<file path="src/rtl/axi_lite_regbank_pkg.sv">
// Shared definitions for the AXI4-Lite register bank.
//   - AXI response codes
//   - write-path FSM state type
//   - clog2 helper used to derive the byte-address LSB
//   - word-index decoder classifying an access as control, status or unmapped
package axi_lite_regbank_pkg;

    localparam logic [1:0] RESP_OKAY   = 2'b00;
    localparam logic [1:0] RESP_SLVERR = 2'b10;

    typedef enum logic [0:0] {
        WR_IDLE = 1'b0,
        WR_RESP = 1'b1
    } wr_state_t;

    typedef enum logic [1:0] {
        TGT_CTRL     = 2'd0,
        TGT_STAT     = 2'd1,
        TGT_UNMAPPED = 2'd2
    } tgt_t;

    function automatic int clog2(input int value);
        int result;
        result = 0;
        while ((1 << result) < value) begin
            result = result + 1;
        end
        return result;
    endfunction

    function automatic tgt_t decode_addr(input int idx, input int num_ctrl, input int num_stat);
        if (idx < num_ctrl) begin
            return TGT_CTRL;
        end
        if (idx < num_ctrl + num_stat) begin
            return TGT_STAT;
        end
        return TGT_UNMAPPED;
    endfunction

endpackage

</file>
<file path="src/rtl/axi_lite_regbank_strb_reg.sv">
// Single DATA_WIDTH register with per-byte write strobes.
// Ports:
//   i_clk, i_rst_n   clock, asynchronous active-low reset (loads RST_VAL)
//   i_we             write enable for this register (one cycle)
//   i_wdata/i_wstrb  write data and byte-lane enables
//   o_q              current register value
//   o_pulse          high for the cycle after every i_we, regardless of strobes
module axi_lite_regbank_strb_reg
    import axi_lite_regbank_pkg::*;
#(
    parameter int                    DATA_WIDTH = 32,
    parameter logic [DATA_WIDTH-1:0] RST_VAL    = '0
) (
    input  logic                    i_clk,
    input  logic                    i_rst_n,
    input  logic                    i_we,
    input  logic [DATA_WIDTH-1:0]   i_wdata,
    input  logic [DATA_WIDTH/8-1:0] i_wstrb,
    output logic [DATA_WIDTH-1:0]   o_q,
    output logic                    o_pulse
);

    logic [DATA_WIDTH-1:0] r_q;
    logic                  r_pulse;

    always_ff @(posedge i_clk or negedge i_rst_n) begin
        if (!i_rst_n) begin
            r_q     <= RST_VAL;
            r_pulse <= 1'b0;
        end else begin
            r_pulse <= i_we;
            if (i_we) begin
                for (int k = 0; k < DATA_WIDTH / 8; k++) begin
                    if (i_wstrb[k]) begin
                        r_q[k*8 +: 8] <= i_wdata[k*8 +: 8];
                    end
                end
            end
        end
    end

    assign o_q     = r_q;
    assign o_pulse = r_pulse;

endmodule

</file>
<file path="src/rtl/axi_lite_regbank.sv">
// AXI4-Lite slave register bank: NUM_CTRL RW control registers followed by
// NUM_STAT RO status registers in the word address map; everything above is
// unmapped. Writes to status or unmapped words get SLVERR with no effect,
// reads of unmapped words return 0 with SLVERR.
// Optional build macro REGBANK_SHADOW_EN: writes land in a shadow copy and
// are transferred to ctrl_o (with wr_pulse_o) on commit_i.
// Ports:
//   ACLK, ARESETN         clock, asynchronous active-low reset
//   S_AXI_AW*/W*/B*       write address, data, response channels
//   S_AXI_AR*/R*          read address and data channels
//   ctrl_o                flattened control register values (reg i at [i*DW +: DW])
//   wr_pulse_o            one-cycle update pulse per control register
//   stat_i                flattened status inputs, synchronous to ACLK
//   commit_i              shadow commit strobe (shadow build only)
//   o_dbg_wr_state        current write FSM state (0 idle, 1 response)
//
// Handshake rule on every channel: a transfer happens on the rising ACLK edge
// where VALID and READY are both high; the source holds VALID and payload
// stable until then, and READY never depends combinationally on VALID.
module axi_lite_regbank
    import axi_lite_regbank_pkg::*;
#(
    parameter int                                DATA_WIDTH = 32,
    parameter int                                ADDR_WIDTH = 8,
    parameter int                                NUM_CTRL   = 4,
    parameter int                                NUM_STAT   = 2,
    parameter logic [NUM_CTRL*DATA_WIDTH-1:0]    CTRL_RST   = '0
) (
    input  logic                                 ACLK,
    input  logic                                 ARESETN,
    input  logic [ADDR_WIDTH-1:0]                S_AXI_AWADDR,
    input  logic [2:0]                           S_AXI_AWPROT,
    input  logic                                 S_AXI_AWVALID,
    output logic                                 S_AXI_AWREADY,
    input  logic [DATA_WIDTH-1:0]                S_AXI_WDATA,
    input  logic [DATA_WIDTH/8-1:0]              S_AXI_WSTRB,
    input  logic                                 S_AXI_WVALID,
    output logic                                 S_AXI_WREADY,
    output logic [1:0]                           S_AXI_BRESP,
    output logic                                 S_AXI_BVALID,
    input  logic                                 S_AXI_BREADY,
    input  logic [ADDR_WIDTH-1:0]                S_AXI_ARADDR,
    input  logic [2:0]                           S_AXI_ARPROT,
    input  logic                                 S_AXI_ARVALID,
    output logic                                 S_AXI_ARREADY,
    output logic [DATA_WIDTH-1:0]                S_AXI_RDATA,
    output logic [1:0]                           S_AXI_RRESP,
    output logic                                 S_AXI_RVALID,
    input  logic                                 S_AXI_RREADY,
    output logic [NUM_CTRL*DATA_WIDTH-1:0]       ctrl_o,
    output logic [NUM_CTRL-1:0]                  wr_pulse_o,
    // kept at least one bit wide so NUM_STAT=0 still elaborates
    input  logic [(NUM_STAT > 0 ? NUM_STAT*DATA_WIDTH : 1)-1:0] stat_i,
    input  logic                                 commit_i,
    output logic                                 o_dbg_wr_state
);

    localparam int STRB_W   = DATA_WIDTH / 8;
    localparam int ADDR_LSB = clog2(STRB_W);
    localparam int IDX_W    = ADDR_WIDTH - ADDR_LSB;

    // ---------------- write path ----------------
    wr_state_t             r_wr_state;
    logic                  r_awready;
    logic                  r_wready;
    logic                  r_bvalid;
    logic [1:0]            r_bresp;
    logic                  r_aw_held;
    logic                  r_w_held;
    logic [IDX_W-1:0]      r_aw_idx;
    logic [DATA_WIDTH-1:0] r_wdata;
    logic [STRB_W-1:0]     r_wstrb;

    logic w_aw_hs;
    logic w_w_hs;
    logic w_do_write;
    tgt_t w_wr_tgt;

    assign w_aw_hs    = S_AXI_AWVALID && r_awready;
    assign w_w_hs     = S_AXI_WVALID && r_wready;
    assign w_do_write = (r_wr_state == WR_IDLE) && r_aw_held && r_w_held;
    assign w_wr_tgt   = decode_addr(int'(r_aw_idx), NUM_CTRL, NUM_STAT);

    // READY outputs are registered so they are low in reset and rise on the
    // first clock after release.
    always_ff @(posedge ACLK or negedge ARESETN) begin
        if (!ARESETN) begin
            r_wr_state <= WR_IDLE;
            r_awready  <= 1'b0;
            r_wready   <= 1'b0;
            r_bvalid   <= 1'b0;
            r_bresp    <= RESP_OKAY;
            r_aw_held  <= 1'b0;
            r_w_held   <= 1'b0;
            r_aw_idx   <= '0;
            r_wdata    <= '0;
            r_wstrb    <= '0;
        end else begin
            case (r_wr_state)
                WR_IDLE: begin
                    if (w_do_write) begin
                        r_wr_state <= WR_RESP;
                        r_bvalid   <= 1'b1;
                        r_bresp    <= (w_wr_tgt == TGT_CTRL) ? RESP_OKAY : RESP_SLVERR;
                    end else begin
                        if (w_aw_hs) begin
                            r_aw_held <= 1'b1;
                            r_aw_idx  <= S_AXI_AWADDR[ADDR_WIDTH-1:ADDR_LSB];
                            r_awready <= 1'b0;
                        end else if (!r_aw_held) begin
                            r_awready <= 1'b1;
                        end
                        if (w_w_hs) begin
                            r_w_held <= 1'b1;
                            r_wdata  <= S_AXI_WDATA;
                            r_wstrb  <= S_AXI_WSTRB;
                            r_wready <= 1'b0;
                        end else if (!r_w_held) begin
                            r_wready <= 1'b1;
                        end
                    end
                end
                WR_RESP: begin
                    if (S_AXI_BREADY) begin
                        r_wr_state <= WR_IDLE;
                        r_bvalid   <= 1'b0;
                        r_aw_held  <= 1'b0;
                        r_w_held   <= 1'b0;
                        r_awready  <= 1'b1;
                        r_wready   <= 1'b1;
                    end
                end
                default: r_wr_state <= WR_IDLE;
            endcase
        end
    end

    // ---------------- register array ----------------
    // w_reg_q is what the bus sees: the live registers, or the shadow copy
    // when the shadow build is enabled.
    logic [DATA_WIDTH-1:0] w_reg_q [NUM_CTRL];
    logic [NUM_CTRL-1:0]   w_reg_pulse;

    for (genvar i = 0; i < NUM_CTRL; i++) begin : g_ctrl
        logic w_we;
        assign w_we = w_do_write && (w_wr_tgt == TGT_CTRL) && (r_aw_idx == IDX_W'(i));

        axi_lite_regbank_strb_reg #(
            .DATA_WIDTH (DATA_WIDTH),
            .RST_VAL    (CTRL_RST[i*DATA_WIDTH +: DATA_WIDTH])
        ) u_reg (
            .i_clk   (ACLK),
            .i_rst_n (ARESETN),
            .i_we    (w_we),
            .i_wdata (r_wdata),
            .i_wstrb (r_wstrb),
            .o_q     (w_reg_q[i]),
            .o_pulse (w_reg_pulse[i])
        );
    end

`ifdef REGBANK_SHADOW_EN
    logic [NUM_CTRL*DATA_WIDTH-1:0] r_ctrl;
    logic [NUM_CTRL-1:0]            r_dirty;
    logic [NUM_CTRL-1:0]            r_pulse;

    // The shadow pulse appears the cycle after its write, so a write that
    // completes on the commit edge is seen here one cycle later and carried
    // to the next commit, while one that completed just before is included.
    always_ff @(posedge ACLK or negedge ARESETN) begin
        if (!ARESETN) begin
            r_ctrl  <= CTRL_RST;
            r_dirty <= '0;
            r_pulse <= '0;
        end else if (commit_i) begin
            for (int i = 0; i < NUM_CTRL; i++) begin
                r_ctrl[i*DATA_WIDTH +: DATA_WIDTH] <= w_reg_q[i];
            end
            r_pulse <= r_dirty | w_reg_pulse;
            r_dirty <= '0;
        end else begin
            r_pulse <= '0;
            r_dirty <= r_dirty | w_reg_pulse;
        end
    end

    assign ctrl_o     = r_ctrl;
    assign wr_pulse_o = r_pulse;
`else
    for (genvar i = 0; i < NUM_CTRL; i++) begin : g_ctrl_out
        assign ctrl_o[i*DATA_WIDTH +: DATA_WIDTH] = w_reg_q[i];
    end
    assign wr_pulse_o = w_reg_pulse;
`endif

    // ---------------- read path ----------------
    logic                  r_arready;
    logic                  r_rvalid;
    logic [DATA_WIDTH-1:0] r_rdata;
    logic [1:0]            r_rresp;

    int                    w_ar_idx;
    tgt_t                  w_rd_tgt;
    logic [DATA_WIDTH-1:0] w_rd_data;

    always_comb begin
        w_ar_idx  = int'(S_AXI_ARADDR[ADDR_WIDTH-1:ADDR_LSB]);
        w_rd_tgt  = decode_addr(w_ar_idx, NUM_CTRL, NUM_STAT);
        w_rd_data = '0;
        for (int i = 0; i < NUM_CTRL; i++) begin
            if (w_ar_idx == i) begin
                w_rd_data = w_reg_q[i];
            end
        end
        for (int j = 0; j < NUM_STAT; j++) begin
            if (w_ar_idx == NUM_CTRL + j) begin
                w_rd_data = stat_i[j*DATA_WIDTH +: DATA_WIDTH];
            end
        end
    end

    always_ff @(posedge ACLK or negedge ARESETN) begin
        if (!ARESETN) begin
            r_arready <= 1'b0;
            r_rvalid  <= 1'b0;
            r_rdata   <= '0;
            r_rresp   <= RESP_OKAY;
        end else if (r_rvalid) begin
            if (S_AXI_RREADY) begin
                r_rvalid  <= 1'b0;
                r_arready <= 1'b1;
            end
        end else if (S_AXI_ARVALID && r_arready) begin
            r_arready <= 1'b0;
            r_rvalid  <= 1'b1;
            r_rdata   <= w_rd_data;
            r_rresp   <= (w_rd_tgt == TGT_UNMAPPED) ? RESP_SLVERR : RESP_OKAY;
        end else begin
            r_arready <= 1'b1;
        end
    end

    // ---------------- outputs ----------------
    assign S_AXI_AWREADY  = r_awready;
    assign S_AXI_WREADY   = r_wready;
    assign S_AXI_BVALID   = r_bvalid;
    assign S_AXI_BRESP    = r_bresp;
    assign S_AXI_ARREADY  = r_arready;
    assign S_AXI_RVALID   = r_rvalid;
    assign S_AXI_RDATA    = r_rdata;
    assign S_AXI_RRESP    = r_rresp;
    assign o_dbg_wr_state = r_wr_state;

    // Protection bits and sub-word address bits carry no meaning here.
    logic w_unused;
`ifdef REGBANK_SHADOW_EN
    assign w_unused = ^{S_AXI_AWPROT, S_AXI_ARPROT,
                        S_AXI_AWADDR[ADDR_LSB-1:0], S_AXI_ARADDR[ADDR_LSB-1:0]};
`else
    assign w_unused = ^{S_AXI_AWPROT, S_AXI_ARPROT, commit_i,
                        S_AXI_AWADDR[ADDR_LSB-1:0], S_AXI_ARADDR[ADDR_LSB-1:0]};
`endif

endmodule

</file>
<file path="config.mk">
export PLATFORM = sky130hd
export DESIGN_NAME = axi_lite_regbank
export DESIGN_NICKNAME = d
export VERILOG_FILES = /design/src/rtl/axi_lite_regbank_pkg.sv /design/src/rtl/axi_lite_regbank_strb_reg.sv /design/src/rtl/axi_lite_regbank.sv
export SDC_FILE = /design/constraint.sdc
export NUM_CORES = 1
export LEC_CHECK = 0
export ABC_AREA = 1
export BUFFER_PORTS_ARGS = -buffer_cell sky130_fd_sc_hd__clkbuf_2
export CORE_MARGIN = 2
export CORE_UTILIZATION = 46
export DETAILED_ROUTE_END_ITERATION = 8
export GPL_ROUTABILITY_DRIVEN = 0
export PLACE_DENSITY = 0.8
export SETUP_SLACK_MARGIN = 0.1
export SLEW_MARGIN = 20
export SYNTH_ARGS = -nofsm -noshare
export SYNTH_HDL_FRONTEND = slang
export SYNTH_SLANG_ARGS = --single-unit
</file>
<file path="constraint.sdc">
create_clock -name ACLK -period 1.8 [get_ports ACLK]
set_clock_uncertainty 0.05 [all_clocks]
set_input_delay 0.18 -clock ACLK [delete_from_list [all_inputs] [get_ports ACLK]]
set_output_delay 0.18 -clock ACLK [all_outputs]
set_load 0.02 [all_outputs]
</file>
==> results of run 1 <==
-- state kept, by name, indices dropped and copies added, names as in the netlist --
signal	cells
g_ctrl.u_reg.o_q	128
S_AXI_RDATA	32
r_wdata	32
r_aw_idx	6
g_ctrl.u_reg.o_pulse	4
r_wstrb	4
S_AXI_ARREADY	1
S_AXI_AWREADY	1
S_AXI_BRESP	1
S_AXI_BVALID	1
S_AXI_RRESP	1
S_AXI_RVALID	1
S_AXI_WREADY	1
o_dbg_wr_state	1
r_aw_held	1
r_w_held	1
-- power by group through the flow --
| stage | Clock, µW | Combinational [µW] | Sequential (µW) |
|---|---|---|---|
| detailed placement | 0 | 3350 | 6220 |
| CTS | 5340 | 3630 | 6280 |
| global route | 5530 | 4230 | 6510 |
| finish | 5310 | 3850 | 6420 |
| global placement | 0 | 3240 | 6190 |
| floorplan | 0 | 1570 | 6530 |
-- timing repair --
item | in CTS | in global routing
setup endpoints to repair | 128 | 128
hold endpoints to repair | 137 | 0
setup buffers | 9 | 5
hold buffers | 108 | 0
gates resized for setup | 96 | 130
pin swaps | 32 | 38
gates cloned | 5 | 5
-- final cells by class --
type	instances	area, µm²	area share [%]
repair buffers	464	3260	22.5
diodes	2	5.00	0.0344
clock inverters	11	163	1.12
flip-flops and latches	216	5410	37.2
clock buffers	33	706	4.86
multi-input cells	827	4320	29.8
well taps	270	338	2.33
inverters	86	325	2.24
-- metal layers --
metal	wire length (µm)	part of all wire, %	up-vias
met3	3120	8.9	116
met2	17500	50	582
met5	0	0	-
li1	-	-	4739
met1	13200	37	4878
met4	1390	3.9	0
-- stage by stage --
stage | hold WS, ps | TNS [ps] | power, µW | setup slack, ps
2_1_floorplan | -166 | 0 | 8100 | 58.1
3_3_place_gp | 123 | -2000 | 9430 | -45.8
3_5_place_dp | 134 | -8300 | 9570 | -132
4_1_cts | 1.10 | -35.1 | 15300 | -6.99
5_1_grt | 40.4 | -9660 | 16300 | -155
6_report | 25.2 | -549 | 15600 | -52.5
-- cell families after synthesis --
family	count (synthesis)	share of synthesized area, %
other	1	0.0389
and+or+nand+nor	631	27.6
buffers and inverters	154	6.50
AOI/OAI and AO/OA	184	9.61
DFF	216	56.0
muxes	2	0.233
-- final timing paths --
path                       slack, ps                      end  depth (start not counted)
min in group asynchronous        170   g_ctrl[2].u_reg.o_q[8]                          2
max reg2reg                      -50  g_ctrl[1].u_reg.o_q[31]                          9
min reg2reg                      430           S_AXI_RDATA[2]                          2
max                              -50  g_ctrl[1].u_reg.o_q[31]                          9
max in group asynchronous        820  g_ctrl[3].u_reg.o_pulse                          3
min                               30                r_aw_held                          3
-- cell usage after synthesis --
cell type / instances
or2_1: 1
nor2_4: 1
nand2_4: 1
buf_1: 9
nand2_1: 383
dfrtp_1: 216
o21ai_0: 161
or2_2: 1
nand4_1: 83
nand3_4: 1
buf_2: 9
o21ai_1: 8
nand3_1: 13
inv_1: 85
clkbuf_1: 42
buf_4: 6
a31oi_1: 1
inv_2: 1
buf_6: 2
a21oi_1: 12
a211oi_1: 1
mux2_2: 2
nand2_2: 3
conb_1: 1
nor2_2: 2
nor2_1: 140
o21a_1: 1
nor3_4: 1
nor4_2: 1
-- critical path, cell delays in order, from the launching register on --
cell and delay [ps]:
dfrtp_1 370, or2_4 260, nor3_4 240, nand2_2 130, nor2_4 130, buf_12 140
buf_12 130, nand2_8 80, nand2_1 110, o21ai_1 80
==> metrics, run 1 <==
status=complete, but fails checks; failing checks=setup timing; commonest non-fill, non-tap cell in the layout=nand2_1; TritonRoute pass-1 iters=6; clk sinks=~220; Slew HR=between 40% and 50%; met1 Use GR=37.8%; M2 GR Usage=51.6%; Die ar.=0.0221 mm²; initial antenna violation count=1; row count=52; Non-Filler Instances=1,909; Crit path required time=around 2100 ps; Overflow after GRT=0; wire per inst=18.4 µm; power share of the clock group=34.1%; GRT Overall Usage=30.2%; Inst Count DP=between 1,500 and 2,000; worst min path class=in2reg; gr busiest metal=met2; endpoint class of the critical path=flop; Die W=149 µm; core area=roughly 0.02 mm²; Synth Instances=approximately 1,200; initial core utilization=47.2%; Comb power frac=between 20% and 30%; Slew @ Worst Pin=882 ps; Worst EP arrival=between 2000 and 2500 ps; Seq pwr share=between 40 and 50%; crit path time final=~1900 ps; fin. max-slew vios=0; hold path startpoint=S_AXI_AWVALID; vias in the first global route=around 10,000; Crit Path Category=reg2reg; final hold viol count=0; setup slack after layout=-52.5 ps; Post-Syn Area per Cell=8.12 µm²; first-pass GRT wire length=52,900 µm; Worst-Skew Late Latency=between 500 and 600 ps; number of port buffers=290; Layout Nets=1,749; fillers=~1,500; flip-flop and latch count after synthesis=between 200 and 250; antenna-violating nets left=0; VDD IR max=around 0.68 mV; leakage power=0.00726 µW; drc violations=0; TritonCTS clock tree=done; Yosys top cell area share=56.0%; Critical R2R Launch=r_aw_idx[3]; Final Util=~71%; most frequent cells in the layout=nand2_1 (306), clkbuf_2 (289), dfrtp_1 (215); Post-Syn Area=around 0.0096 mm²; CTS Root Buffer Type=clkbuf_16; Post-DP HPWL=around 22,000 µm; Max-Cap Viols=0; Net Sw Frac=about 34%; layout cell share with drive strength beyond 1=between 30% and 40%; Synth cell types=29; crit-path max FO=8; RSZ-0062 raised after global routing=true; Via-to-Cell Ratio=~5.4; synth-to-layout area growth=50.6%; CP Launch Type=flop; H-Tree Depth=1; Synth area leaders=dfrtp_1 (56%), nand2_1 (15%), o21ai_0 (8.4%), nor2_1 (5.4%), nand4_1 (5.4%); Longest Clk Path Bufs=3; synth warn=0; final instance area=between 0.01 and 0.015 mm²; maximum clock frequency=between 500 and 600 MHz; die height=around 150 µm; switching pwr=approximately 5300 µW; CTS buffer count=24; Clock Pin Slew Worst Setup and Hold Paths=60 ps; Routed WL=around 35,000 µm; pin count of the biggest net entering global routing=a little under 70; GR Layer Usage met3=6.45%; crit path from=r_aw_idx[3]; routed via count=slightly above 10,000; register area share after synthesis=between 50% and 60%; initial DRC count=749; Internal=around 10,000 µW; crit share post-route=103%; Final Setup Violations=31; Cell Area, Placed=about 0.012 mm²; num ports=around 300; P per Cell Area=1070 mW/mm²; dominant cell type by area after synthesis=dfrtp_1
No activity file was read; power rests on OpenSTA's default activity.
==> run 2, diff against run 1 <==
--- a/config.mk
+++ b/config.mk
@@ -10,6 +10,6 @@
 export CORE_MARGIN = 2
-export CORE_UTILIZATION = 46
+export CORE_UTILIZATION = 50
 export DETAILED_ROUTE_END_ITERATION = 8
 export GPL_ROUTABILITY_DRIVEN = 0
-export PLACE_DENSITY = 0.8
+export PLACE_DENSITY = 0.82
 export SETUP_SLACK_MARGIN = 0.1
==> constraint.sdc (replaced) <==
create_clock -name ACLK -period 1.91 [get_ports ACLK]
set_clock_uncertainty 0.05 [all_clocks]
set_input_delay 0.2865 -clock ACLK [delete_from_list [all_inputs] [get_ports ACLK]]
set_output_delay 0.2865 -clock ACLK [all_outputs]
set_load 0.02 [all_outputs]
==> metrics, run 2 (synthesis results as in run 1) <==
crit path time final=1870 ps (+22.1 ps); fillers=1,420 (-4.2%); Critical Path End=g_ctrl[2].u_reg.o_q[14]; wire per inst=17.4 µm (-5.5%); die height=143 µm (-4.0%); Final Setup Violations=0 (-100%); Inst Count DP=1,714 (-0.98%); max reg flops=128 (unchanged); vias in the first global route=9,112 (-9.8%); antenna-violating nets left=0 (unchanged); Setup TNS=0 ps (+549 ps); crit-path max FO=16 (+8); initial antenna violation count=1 (unchanged); Die W=143 µm (-4.0%); CTS Root Buffer Type=clkbuf_16; initial core utilization=51.2% (+4.0 points); Worst-Skew Late Latency=510 ps (about the same); clk sinks=216 (unchanged); CTS buffer count=23 (-4.2%); worst min path class=in2reg; total power=13,400 µW (-14%); final hold viol count=0 (unchanged); Routed WL=31,500 µm (-11%); VDD IR max=0.636 mV (-6.9%); commonest non-fill, non-tap cell in the layout=nand2_1; H-Tree Depth=1 (unchanged); crit share post-route=98.1% (-4.8 points); Crit Path Category=reg2reg; crit path from=r_aw_idx[2]; Overflow after GRT=0 (unchanged); RSZ-0062 raised after global routing=true; row count=50 (-3.8%); TritonRoute pass-1 iters=5 (-1); worst r2r path cells=9 (unchanged); hold path startpoint=S_AXI_AWADDR[3]; FF-to-FF setup slack=40 ps (+90 ps); Post-DP HPWL=21,300 µm (-1.8%); layout cell share with drive strength beyond 1=29.4% (-3.0 points); drc violations=0 (unchanged); num ports=304 (unchanged); most frequent cells in the layout=nand2_1 (341), clkbuf_2 (289), dfrtp_1 (214); initial DRC count=732 (-2.3%); routed via count=9,660 (-6.3%); Critical R2R Launch=r_aw_idx[2]; Via-to-Cell Ratio=5.35 (-1.1%); Worst EP arrival=2210 ps (+20 ps); Longest Clk Path Bufs=3 (unchanged); Die ar.=0.0204 mm² (-7.8%); Crit path required time=2240 ps (+100 ps); leakage power=0.00680 µW (-6.3%); first-pass GRT wire length=48,000 µm (-9.4%); Non-Filler Instances=1,807 (-5.3%); r2r endpoint=g_ctrl[2].u_reg.o_q[14]; P per Cell Area=1010 mW/mm² (-5.8%); Clock Pin Slew Worst Setup and Hold Paths=60 ps (about the same); endpoint class of the critical path=flop; Layout Nets=1,660 (-5.1%); pin count of the biggest net entering global routing=57 (-17%); number of port buffers=290 (unchanged); maximum clock frequency=533 MHz (-1.2%); status=finished clean; TritonCTS clock tree=done; core area=0.0188 mm² (-7.8%); Max-Cap Viols=0 (unchanged); GRT Overall Usage=30.1% (-0.088 points); synth-to-layout area growth=37.1%; fin. max-slew vios=0 (unchanged); CP Launch Type=flop
[run 2: timing repair]
action | CTS | global route
gates cloned | 0 | 2
gates resized for setup | 11 | 131
hold buffers | 43 | 0
buffers inserted | 3 | 3
pin swaps | 3 | 9
endpoints found under the hold margin | 92 | 0
endpoints found under the setup margin | 94 | 101
[run 2: worst min path at each step]
stage                            to  cells past startpoint
CTS                    S_AXI_RVALID                      3
detailed placement   S_AXI_RDATA[8]                      1
global placement    S_AXI_RDATA[12]                      1
floorplan             S_AXI_ARREADY                      0
global route           S_AXI_RVALID                      3
finish                  r_aw_idx[1]                      3
[run 2: worst max-delay path, cell delays in order (launching register included)]
cell and delay, ps:
dfrtp_1 380, or2_4 270, nor3_4 290, nand2_4 110
nor2_4 120, buf_12 140, buf_8 110, nand2_8 100
nand2_2 90, o21ai_0 80
[run 2: cell type report]
cell class	count	area, µm²	area share [%]
Timing Repair Buffer	384	2570	19.4
Sequential cell	216	5410	40.9
Clock buffer	35	681	5.15
Tap cell	260	325	2.46
Clock inverter	6	33.8	0.255
Inverter	86	323	2.44
Antenna cell	1	2.50	0.0189
Multi-Input combinational cell	819	3890	29.4
[run 2: per-stage QoR]
| stage | cell area [µm²] | hold slack (ps) | setup slack [ps] | utilization (%) |
|---|---|---|---|---|
| detailed placement | 11700 | 201 | -88.5 | 62.2 |
| finish | 13200 | 6.38 | 35.3 | 70.2 |
| global route | 13200 | 7.30 | -23.8 | 70.2 |
| floorplan | 9650 | -59.1 | 110 | - |
| CTS | 12900 | 3.04 | 100 | 68.6 |
| global placement | 11700 | 197 | -2.12 | 62.2 |
[run 2: power breakdown]
group	total (µW)	internal, µW	switching (µW)	leakage, µW
Sequential	5830	5340	493	0.00291
Clock	4260	2450	1810	0.000358
Combinational	3280	1050	2230	0.00354
Total	13400	8830	4530	0.00680
[run 2: layer usage]
metal	global-route usage, %	up-vias	wire length (µm)
met5	0	-	0
met4	11.2	0	1240
met3	5.00	99	2690
met2	50.5	498	15200
met1	39.6	4535	12300
li1	-	4528	-
==> run 3, diff against run 2 <==
Settings changed: HOLD_SLACK_MARGIN from default to 0.05.
==> metrics, run 3 (synthesis results as in run 1) <==
Via-to-Cell Ratio=5.50 (+2.8%); fillers=1,344 (-5.4%); Overflow after GRT=0 (unchanged); die height=143 µm (unchanged); Critical R2R Launch=r_aw_idx[2]; failing checks=setup timing; Max-Cap Viols=0 (unchanged); worst slack at placement=-88.5 ps (unchanged); pin count of the biggest net entering global routing=57 (unchanged); CP Launch Type=flop; Slew HR=59.2%; FF-to-FF setup slack=-50 ps (-90 ps); clk sinks=216 (unchanged); max reg flops=128 (unchanged); H-Tree Depth=1 (unchanged); CTS Root Buffer Type=clkbuf_16; setup slack after layout=-50.4 ps (-85.8 ps); drc violations=0 (unchanged); Post-DP HPWL=21,300 µm (unchanged); Longest Clk Path Bufs=3 (unchanged); most frequent cells in the layout=nand2_1 (333), clkbuf_2 (289), dfrtp_1 (214); Worst EP arrival=2300 ps (+90 ps); Die W=143 µm (unchanged); worst hold stages=5 (+2); initial DRC count=840 (+15%); Routed WL=33,400 µm (+6.1%); Non-Filler Instances=1,838 (+1.7%); Layout Nets=1,691 (+1.9%); crit-path max FO=8 (-8); Crit path required time=2250 ps (about the same); final hold viol count=0 (unchanged); Die ar.=0.0204 mm² (unchanged); maximum clock frequency=510 MHz (-4.4%); initial antenna violation count=1 (unchanged); fin. max-slew vios=0 (unchanged); row count=50 (unchanged); routed via count=10,101 (+4.6%); Inst Count DP=1,714 (unchanged); CTS buffer count=23 (unchanged); synth-to-layout area growth=41.6%; worst r2r path cells=10 (+1); Slew @ Worst Pin=612 ps; TritonRoute pass-1 iters=7 (+2); endpoint class of the critical path=flop; wire per inst=18.2 µm (+4.3%); Crit Path Category=reg2reg; first-pass GRT wire length=49,200 µm (+2.6%); commonest non-fill, non-tap cell in the layout=nand2_1; vias in the first global route=9,427 (+3.5%); RSZ-0062 raised after global routing=true; Final Setup Violations=10 (+10); P per Cell Area=994 mW/mm² (-1.6%); TritonCTS clock tree=done; worst min path class=in2reg; hold worst-path end=S_AXI_RDATA[26]; number of port buffers=290 (unchanged); crit share post-route=103% (+4.5 points); Worst-Skew Late Latency=510 ps (about the same); leakage power=0.00698 µW (+2.7%); layout cell share with drive strength beyond 1=30.1% (+0.63 points); num ports=304 (unchanged); hold path startpoint=stat_i[26]; r2r endpoint=g_ctrl[2].u_reg.o_q[9]; initial core utilization=51.2% (unchanged); GRT Overall Usage=30.9% (+0.73 points); status=complete, but fails checks; antenna-violating nets left=0 (unchanged); crit path time final=1960 ps (+85.8 ps); Clock Pin Slew Worst Setup and Hold Paths=60 ps (about the same); core area=0.0188 mm² (unchanged); VDD IR max=0.632 mV (-0.66%)
[run 3: per-stage QoR]
step	setup TNS (ps)	area (µm²)	util (%)	power (µW)	hold WS, ps
3_5_place_dp	-649	11700	62.2	8840	201
2_1_floorplan	0	9650	-	7590	-59.1
5_1_grt	-1200	13700	72.5	14200	60.6
6_report	-159	13700	72.5	13600	48.2
4_1_cts	0	13200	69.8	13300	50.1
3_3_place_gp	-3.06	11700	62.2	8690	197
[run 3: worst max-delay path by stage]
stage / startpoint / end / cells after the start
floorplan: r_aw_idx[3] / g_ctrl[2].u_reg.o_q[7] / 8
global placement: r_aw_idx[3] / g_ctrl[0].u_reg.o_q[8] / 7
detailed placement: r_aw_idx[3] / g_ctrl[0].u_reg.o_q[15] / 6
CTS: r_aw_idx[3] / g_ctrl[2].u_reg.o_q[31] / 8
global route: r_aw_idx[2] / g_ctrl[2].u_reg.o_q[9] / 10
finish: r_aw_idx[2] / g_ctrl[2].u_reg.o_q[9] / 10
[run 3: metal layers]
metal / wire [µm] / track usage (%) / share of wire, % / vias to the layer above
li1: - / - / - / 4593
met1: 12400 / 39.5 / 37 / 4761
met2: 16300 / 51.3 / 49 / 611
met3: 3030 / 5.67 / 9.1 / 136
met4: 1620 / 14.1 / 4.9 / 0
met5: 0 / 0 / 0 / -
[run 3: critical path: stages, from the launching register on]
cell and delay (ps):
dfrtp_1 390, or2_4 270, nor3_4 240, buf_6 140, nand2_4 60, nor2_4 110, buf_12 140, buf_8 130
nand2_8 100, nand2_2 120, o21ai_1 70
[run 3: layout make-up]
type / instances / area [µm²] / share of cell area [%]
Sequential cell: 216 / 5410 / 39.6
Multi-Input combinational cell: 820 / 3980 / 29.2
Timing Repair Buffer: 414 / 2900 / 21.2
Clock buffer: 35 / 681 / 4.98
Tap cell: 260 / 325 / 2.38
Inverter: 86 / 323 / 2.36
Clock inverter: 6 / 33.8 / 0.247
Antenna cell: 1 / 2.50 / 0.0183
[run 3: timing repair]
| item | in CTS | in global routing |
|---|---|---|
| endpoints found under the hold margin | 112 | 0 |
| resized for setup | 11 | 156 |
| pin swaps | 3 | 16 |
| endpoints found under the setup margin | 94 | 123 |
| cloned | 0 | 7 |
| hold buffers | 66 | 0 |
| buffers inserted | 3 | 6 |
[run 3: power breakdown]
group          switching (µW)  total (µW)  internal, µW  leakage [µW]
combinational            2320        3420          1100       0.00372
clock                    1810        4260          2450      0.000358
sequential                560        5890          5330       0.00291
total                    4700       13600          8880       0.00698
